### src/rtl/cacheline_adaptor.sv
// Cache line <-> memory burst adaptor.
// Converts one 256-bit line fill or write-back request from the cache
// into four 64-bit memory beats, and reassembles fill beats into a line.
//
// Handshake: the cache raises read_i/write_i in IDLE. The request is
// captured on that edge and ignored afterwards. The memory side sees
// read_o/write_o held high for the whole burst and acknowledges each
// 64-bit beat with a single-cycle resp_i. Cycles without resp_i stall
// everything, and gaps between beats may be any length. After the
// fourth beat, resp_o pulses for exactly one cycle (DONE) and the
// adaptor returns to IDLE.
module cacheline_adaptor (
  input  logic         clk,
  input  logic         rst,
  input  logic [255:0] line_i,
  output logic [255:0] line_o,
  input  logic [31:0]  address_i,
  input  logic         read_i,
  input  logic         write_i,
  output logic         resp_o,
  input  logic [63:0]  burst_i,
  output logic [63:0]  burst_o,
  output logic [31:0]  address_o,
  output logic         read_o,
  output logic         write_o,
  input  logic         resp_i
);

  typedef enum logic [1:0] {
    IDLE  = 2'd0,
    READ  = 2'd1,
    WRITE = 2'd2,
    DONE  = 2'd3
  } state_e;

  state_e       state_q, state_d;
  logic [1:0]   cnt_q, cnt_d;
  logic [31:0]  addr_q, addr_d;
  logic [255:0] wline_q, wline_d;
  logic [255:0] rline_q, rline_d;

  // Bit offset of the current beat inside the line (k * 64).
  logic [7:0]   lane_off;
  assign lane_off = {cnt_q, 6'd0};

  // Next-state, beat counter and data capture.
  always_comb begin
    state_d = state_q;
    cnt_d   = cnt_q;
    addr_d  = addr_q;
    wline_d = wline_q;
    rline_d = rline_q;
    case (state_q)
      IDLE: begin
        // Write-back wins over a simultaneous fill request.
        if (write_i) begin
          state_d = WRITE;
          addr_d  = address_i;
          wline_d = line_i;
          cnt_d   = 2'd0;
        end else if (read_i) begin
          state_d = READ;
          addr_d  = address_i;
          cnt_d   = 2'd0;
        end
      end
      READ: begin
        if (resp_i) begin
          rline_d[lane_off +: 64] = burst_i;
          cnt_d = cnt_q + 2'd1;
          if (cnt_q == 2'd3) state_d = DONE;
        end
      end
      WRITE: begin
        if (resp_i) begin
          cnt_d = cnt_q + 2'd1;
          if (cnt_q == 2'd3) state_d = DONE;
        end
      end
      DONE: begin
        // Requests still high here are not sampled; only IDLE starts a transfer.
        state_d = IDLE;
      end
      default: state_d = IDLE;
    endcase
  end

  // State and datapath registers; reset also clears any partial fill.
  always_ff @(posedge clk) begin
    if (rst) begin
      state_q <= IDLE;
      cnt_q   <= 2'd0;
      addr_q  <= 32'd0;
      wline_q <= 256'd0;
      rline_q <= 256'd0;
    end else begin
      state_q <= state_d;
      cnt_q   <= cnt_d;
      addr_q  <= addr_d;
      wline_q <= wline_d;
      rline_q <= rline_d;
    end
  end

  // Outputs decode directly from registered state so they never glitch
  // with cache-side inputs.
  assign read_o    = (state_q == READ);
  assign write_o   = (state_q == WRITE);
  assign resp_o    = (state_q == DONE);
  assign address_o = (read_o || write_o) ? {addr_q[31:5], 5'd0} : 32'd0;
  assign burst_o   = write_o ? wline_q[lane_off +: 64] : 64'd0;
  assign line_o    = rline_q;

endmodule

### config.mk
export PLATFORM = sky130hd
export DESIGN_NAME = cacheline_adaptor
export DESIGN_NICKNAME = d
export VERILOG_FILES = /design/src/rtl/cacheline_adaptor.sv
export SDC_FILE = /design/constraint.sdc
export NUM_CORES = 1
export LEC_CHECK = 0
export BUFFER_PORTS_ARGS = -buffer_cell sky130_fd_sc_hd__buf_2
export CORE_AREA = 2 2 280 282
export DETAILED_ROUTE_END_ITERATION = 6
export DIE_AREA = 0 0 282 284
export MAX_ROUTING_LAYER = met4
export PLACE_DENSITY = 0.58
export SLEW_MARGIN = 20
export SYNTH_ARGS = -nofsm -noshare
export SYNTH_HDL_FRONTEND = slang
export SYNTH_SLANG_ARGS = --single-unit
### constraint.sdc
create_clock -name clk -period 2.6 [get_ports clk]
set_input_delay 0.52 -clock clk [delete_from_list [all_inputs] [get_ports clk]]
set_output_delay 0.52 -clock clk [all_outputs]
set_load 0.01 [all_outputs]
==> results of run 1 <==
-- worst max-delay path, stage by stage (launching register included) --
cell	delay, ps
dfxtp_4	370
buf_16	170
buf_4	190
mux4_2	510
and2_1	190
buf_2	140
-- worst paths after layout --
check,startpoint,endpoint,slack (ps),depth (start not counted)
setup reg to reg,cnt_q[0]$_SDFFE_PP0P_,line_o[193]$_SDFFE_PP0P_,190,10
hold / removal,line_i[42],wline_q[42]$_SDFFE_PP0P_,140,3
hold reg to reg,line_o[125]$_SDFFE_PP0P_,line_o[125]$_SDFFE_PP0P_,450,2
setup / recovery,cnt_q[0]$_SDFFE_PP0P_,burst_o[60],-110,5
-- sequential cells by signal (all words and copies together), names as in the netlist --
signal / flops
state_q: 2
addr_q: 27
wline_q: 256
cnt_q: 2
line_o: 256
-- layer usage --
layer / vias to the layer above / share of wire [%] / global-route usage, % / wire (µm)
li1: 9875 / - / - / -
met1: 9901 / 42 / 24.67 / 34470
met2: 777 / 47 / 32.18 / 38900
met3: 125 / 8.1 / 4.989 / 6637
met4: 0 / 2.7 / 6.210 / 2246
met5: - / 0 / - / 0
-- report_power, final --
| part | internal, mW | total [mW] | switching, mW |
|---|---|---|---|
| Clock | 4.90 | 8.51 | 3.61 |
| Sequential | 9.33 | 9.85 | 0.529 |
| Combinational | 2.50 | 6.15 | 3.65 |
| Total | 16.7 | 24.5 | 7.79 |
-- stage by stage --
step | cells | TNS, ps | util [%] | power, mW
after global routing | 4277 | -9566 | 38.30 | 25.75
after floorplan | 2542 | 0 | - | 13.43
after CTS | 4269 | -8800 | 38.16 | 24.66
final | 4277 | -3001 | 38.30 | 24.52
after detailed placement | 4145 | 0 | 34.93 | 15.71
after global placement | 4145 | 0 | 34.93 | 15.65
-- cells by family (layout without fill, tap and decap cells) --
family,after synthesis,in the layout,share of synthesized area (%)
flip-flops,543,543,49.49
buffers and inverters,240,928,5.246
multiplexers,65,65,6.608
adder cells (fa/ha/maj),13,13,0.7405
AO/OA/AOI/OAI,551,551,14.81
other,1,12,0.01707
AND/OR/NAND/NOR,1125,1125,23.09
-- synthesized netlist by cell type, types with 2 or more instances --
master      n  share of area [%]
o21ai_0     3              0.068
clkbuf_1  119                2.0
nor2_1     64                1.1
o311ai_0    2              0.080
buf_1      24               0.41
and3_1      3              0.085
mux4_2     64                6.6
ha_1       13               0.74
inv_1       6               0.10
nor2b_1     2              0.057
o41ai_1     2              0.080
a32oi_1    64                2.6
nand3_2    60                2.7
buf_2      69                1.6
nand2_1   760                 13
a21oi_1   415                9.5
a21oi_2    60                2.4
nand3_1   136                3.1
buf_6      10               0.51
dfxtp_1   543                 49
buf_4       6               0.21
o311a_1     2              0.091
and2_1     92                2.6
buf_8       6               0.41
-- cell usage in the layout (no fill, tap or decap), drive strengths merged --
cell type	instances
a21boi	1
diode	7
clkbuf	87
nor2	64
nor4b	2
bufinv	3
o41ai	2
a21oi	475
and3	3
mux2i	1
nand4	1
nand2	760
inv	11
o21ai	4
o311a	2
and2	93
o21a	1
nand3	196
nor2b	2
and4bb	1
nor4bb	1
buf	812
conb	5
a32oi	64
o311ai	2
mux4	64
clkinvlp	5
clkinv	10
nand4b	1
dfxtp	543
ha	13
nor3b	1
-- repair_timing --
action                                  CTS  global route
gates cloned                              3             1
gates resized for setup                  83            19
endpoints found under the hold margin     0             0
setup buffers                            13             2
endpoints found under the setup margin   91           106
pin swaps                                 0            12
-- cell type report --
type,count,area [µm²]
fillers,7904,47490
diodes,7,17.52
multi-input cells,1759,10150
flip-flops and latches,543,10880
well taps,1040,1301
inverters,6,22.52
clock inverters,23,244.0
repair buffers,813,5137
clock buffers,86,1718
==> impl_results.md, run 1 <==
- Syn_area_per_cell: 8.654 µm²
- Die area: 80,090 µm²
- Final WS setup: -109.3 ps
- Startpoint Class: flip-flop
- Number of global-route vias before repair: 19.79k
- Worst-skew pair later-pin latency: 630 ps
- Failing checks: setup timing
- Reg clk slew, reported paths: 60 ps
- 1st-iter DRT viols: 1,470
- Leak: 11.95 nW
- CTS Buffer Depth: 3
- GRT overflow: 0
- Routed len/inst: 19.23 µm
- Mapped Area: 21,960 µm²
- Setup Viol. Count Final: 56
- Kind of critical path: reg2out
- Cell Area, Placed: 26,880 µm²
- Hold Vio Cnt, Final: 0
- Setup crit end kind: output port
- Via count: 20.68k
- Pwr per Cell Area: 831.9 nW/µm²
- Initial DRT Pass Iterations: 5
- CTS Buf Count: 59
- Post-DP HPWL: 56.78 mm
- Final Wtd Congestion: 0.8645
- Synth async-reset ratio: 0%
- Final Cycle Share: 104.2%
- Port-buffer cells: 701
- Post-route cell area: 29,470 µm²
- Worst VDD drop: 491.7 µV
- Seq cells post-synth: 543
- Syn. warnings: 0
- Period minus WS final: 2709 ps
- Clock Sinks: 543
- Status: finished, violations left
- Post-route ant nets: 0
- First-pass GRT wire length: 121.3 mm
- Crit path DAT: 2190 ps
- Max Fanout on Critical Path: 8
- Core ar.: 76,960 µm²
- Clock Skew: 23.54 ps
- Antenna violations before repair: 8
- Worst hold slack: 136.6 ps
- Place WS: 328.1 ps
- Slew HR: 41.03%
- Die W: 282 µm
- Syn-to-layout area delta: 34.17%
- Cells after Synth: 2,538
- Max Clock Freq: 369.1 MHz
- Largest net degree at the start of global routing: 76
- Share of cells above drive strength 1: 35.51%
- Final nets: 3,552
- DRC errors left: 0
- Slew @ Worst Pin: 884.6 ps
- Top FF cell, synth: dfxtp_1
- Avg Vias per Cell: 4.835
- Sequential element share of the synthesized area: 49.49%
- Top Ports: 712
- Hold-fix buffers, CTS: 0
- GR Util All Layers: 20.05%
- Vert. Die Dim: 284 µm
- Initial Util: 28.54%
- Synth unique cells: 37
- Number of flops mapped to enable cells by yosys: 0
- Max cap viols: 0
- Clock Root Buffer: clkbuf_16
- Hold WC Path Type: in2reg
- CTS H-Tree Depth: 2
- Core Rows: 102
- Final wirelength: 82.26 mm
- Slew Limit Fails: 0
- WP data required: 2080 ps
- CTS tree: yes
- RSZ-0062 raised after global routing: yes
Note: power is estimated with default switching activity, not from simulation.
==> run 2: changes to the inputs <==
--- a/config.mk
+++ b/config.mk
@@ -7,9 +7,11 @@
 export LEC_CHECK = 0
 export BUFFER_PORTS_ARGS = -buffer_cell sky130_fd_sc_hd__buf_2
-export CORE_AREA = 2 2 280 282
+export CORE_AREA = 2 2 274 276
+export CTS_BUF_LIST = sky130_fd_sc_hd__clkbuf_8
 export DETAILED_ROUTE_END_ITERATION = 6
-export DIE_AREA = 0 0 282 284
+export DIE_AREA = 0 0 276 278
 export MAX_ROUTING_LAYER = met4
-export PLACE_DENSITY = 0.58
+export PLACE_DENSITY = 0.6
+export SKIP_LAST_GASP = 1
 export SLEW_MARGIN = 20
 export SYNTH_ARGS = -nofsm -noshare
==> constraint.sdc (replaced) <==
create_clock -name clk -period 2.6 [get_ports clk]
set_input_delay 0.26 -clock clk [delete_from_list [all_inputs] [get_ports clk]]
set_output_delay 0.26 -clock clk [all_outputs]
set_load 0.01 [all_outputs]
==> run 2 against run 1 <==
Effect of this change:
- largest cell class unchanged
- sequential share of layout area is 3.5 points lower
- design area is 10% higher
- worst setup slack better by 190 ps
- the run ends with DRC left
- first-iteration DRC count is 7.8% higher
- highest routed layer unchanged
==> impl_results.md, run 2 (same netlist as run 1, synthesis figures left out) <==
- Largest net degree at the start of global routing: 89
- Die W: 276 µm
- Crit-path slowest cell: mux4_2
- Met2 Wirelength: 41.79 mm
- Core ar.: 73,820 µm²
- Post-DP HPWL: 56.85 mm
- Place WS: 352.0 ps
- RSZ-0062 raised after global routing: yes
- Final nets: 3,914
- Setup crit end kind: output port
- Vert. Die Dim: 278 µm
- Antenna violations before repair: 5
- Period minus WS final: 2521 ps
- Slew @ Worst Pin: 596.3 ps
- Crit path DAT: 2260 ps
- Post-route cell area: 32,560 µm²
- Final Cycle Share: 96.95%
- Clock Root Buffer: clkbuf_8
- Slowest stage delay, CP: 510 ps
- 1st-iter DRT viols: 1,584
- Startpoint Class: flip-flop
- Clock Sinks: 543
- Via count: 22.59k
- Worst VDD drop: 702.2 µV
- Inst Count DP: 4,058
- Avg Vias per Cell: 4.917
- Hold WC Path Type: in2reg
- First-pass GRT wire length: 132.4 mm
- Final wirelength: 87.33 mm
- Reg clk slew, reported paths: 60 ps
- GR Util All Layers: 22.44%
- Kind of critical path: reg2out
- Final core occ: 44.10%
- Non-filler cells in the finished layout: 4,594
- Clock Skew: 43.90 ps
- Final WS setup: 79.17 ps
- Share of cells above drive strength 1: 31.88%
- Initial Util: 29.75%
- Slew Limit Fails: 0
- Cell Area, Placed: 26,630 µm²
- CTS Buf Count: 96
- WP data required: 2340 ps
- Top Ports: 712
- Design Power: 24.53 mW
- Worst Path Buf+Inv: 3
- Die area: 76,730 µm²
- DRC errors left: 45
- CTS H-Tree Depth: 3
- Port-buffer cells: 701
- Routed len/inst: 19.01 µm
- Worst-skew pair later-pin latency: 700 ps
- Number of global-route vias before repair: 22.43k
- Post-route ant nets: 0
- Pwr per Cell Area: 753.4 nW/µm²
- CTS Buffer Depth: 3
- Core Rows: 100
- Hold Vio Cnt, Final: 0
- Max cap viols: 0
- Most common cell after layout, fill and taps aside: nand2_1
- Setup Viol. Count Final: 0
- Most frequent cells in the layout: 759 x nand2_1, 684 x buf_2, 541 x dfxtp_1
- CTS tree: yes
- CP cell instances: buf_16 -> buf_12 -> mux4_2 -> and2_1 -> buf_2
- Final Wtd Congestion: 0.8724
- Max Clock Freq: 396.7 MHz
- Syn-to-layout area delta: 48.21%
- Crit path max-delay family: multiplexers
- Failing checks: DRC
- Leak: 13.43 nW
- DRT met1 WL: 34.74 mm
- Highest metal used: met4
- Max Fanout on Critical Path: 10
- Met3 WL post-DR: 7.348 mm
- Status: finished, violations left
- Slew HR: 60.25%
- GRT overflow: 0
- Initial DRT Pass Iterations: 7
-- run 2: metal layers --
metal  GRT usage [%]  vias up
met5               -        -
met4           9.332        0
met3           6.011      217
met1           26.40    10779
met2           36.32      976
li1                -    10616
-- run 2: power breakdown --
group          switching, mW  internal [mW]  leakage [nW]
Sequential             0.530           9.33          4.42
Combinational           3.68           2.65          7.86
Clock                   3.77           4.57          1.15
Total                   7.98           16.5          13.4
-- run 2: worst register-to-register path, cell delays in order, from the launching register on --
cell,delay [ps]
dfxtp_1,340
inv_1,160
ha_1,300
and2_4,450
buf_4,280
nand2_1,70
a21oi_1,120
dlygate4sd3_1,560
-- run 2: cell type report --
| type | count | area (µm²) |
|---|---|---|
| antenna | 5 | 12.51 |
| clock buffer | 122 | 1679 |
| tap | 969 | 1212 |
| fill | 7048 | 41270 |
| sequential | 543 | 10880 |
| timing repair buffer | 1138 | 8292 |
| multi-input combinational | 1759 | 10080 |
| inverter | 6 | 22.52 |
| clock inverter | 52 | 379.1 |
-- run 2: worst paths after layout --
path                                               start                   endpoint  slack (ps)  cells after the start
worst min register to register  line_o[192]$_SDFFE_PP0P_   line_o[192]$_SDFFE_PP0P_         450                      2
worst max register to register   state_q[0]$_SDFFE_PP0P_  wline_q[162]$_SDFFE_PP0P_         290                      7
worst min-delay path                              resp_i      cnt_q[1]$_SDFFE_PP0P_         160                      3
worst max-delay path               cnt_q[0]$_SDFFE_PP0P_                burst_o[42]          80                      5
-- run 2: stage by stage --
step                      hold WS (ps)  setup TNS [ps]
final                            163.5               0
after global routing             141.2          -819.8
after CTS                        68.63           -1293
after detailed placement         441.0               0
after global placement           434.7               0
after floorplan                  396.0               0
-- run 2: timing repair --
item | in CTS | in global routing
cloned | 2 | 2
resized for setup | 6 | 49
endpoints found under the setup margin | 45 | 63
hold buffers | 351 | 0
buffers inserted | 2 | 0
pin swaps | 0 | 1
endpoints found under the hold margin | 538 | 0
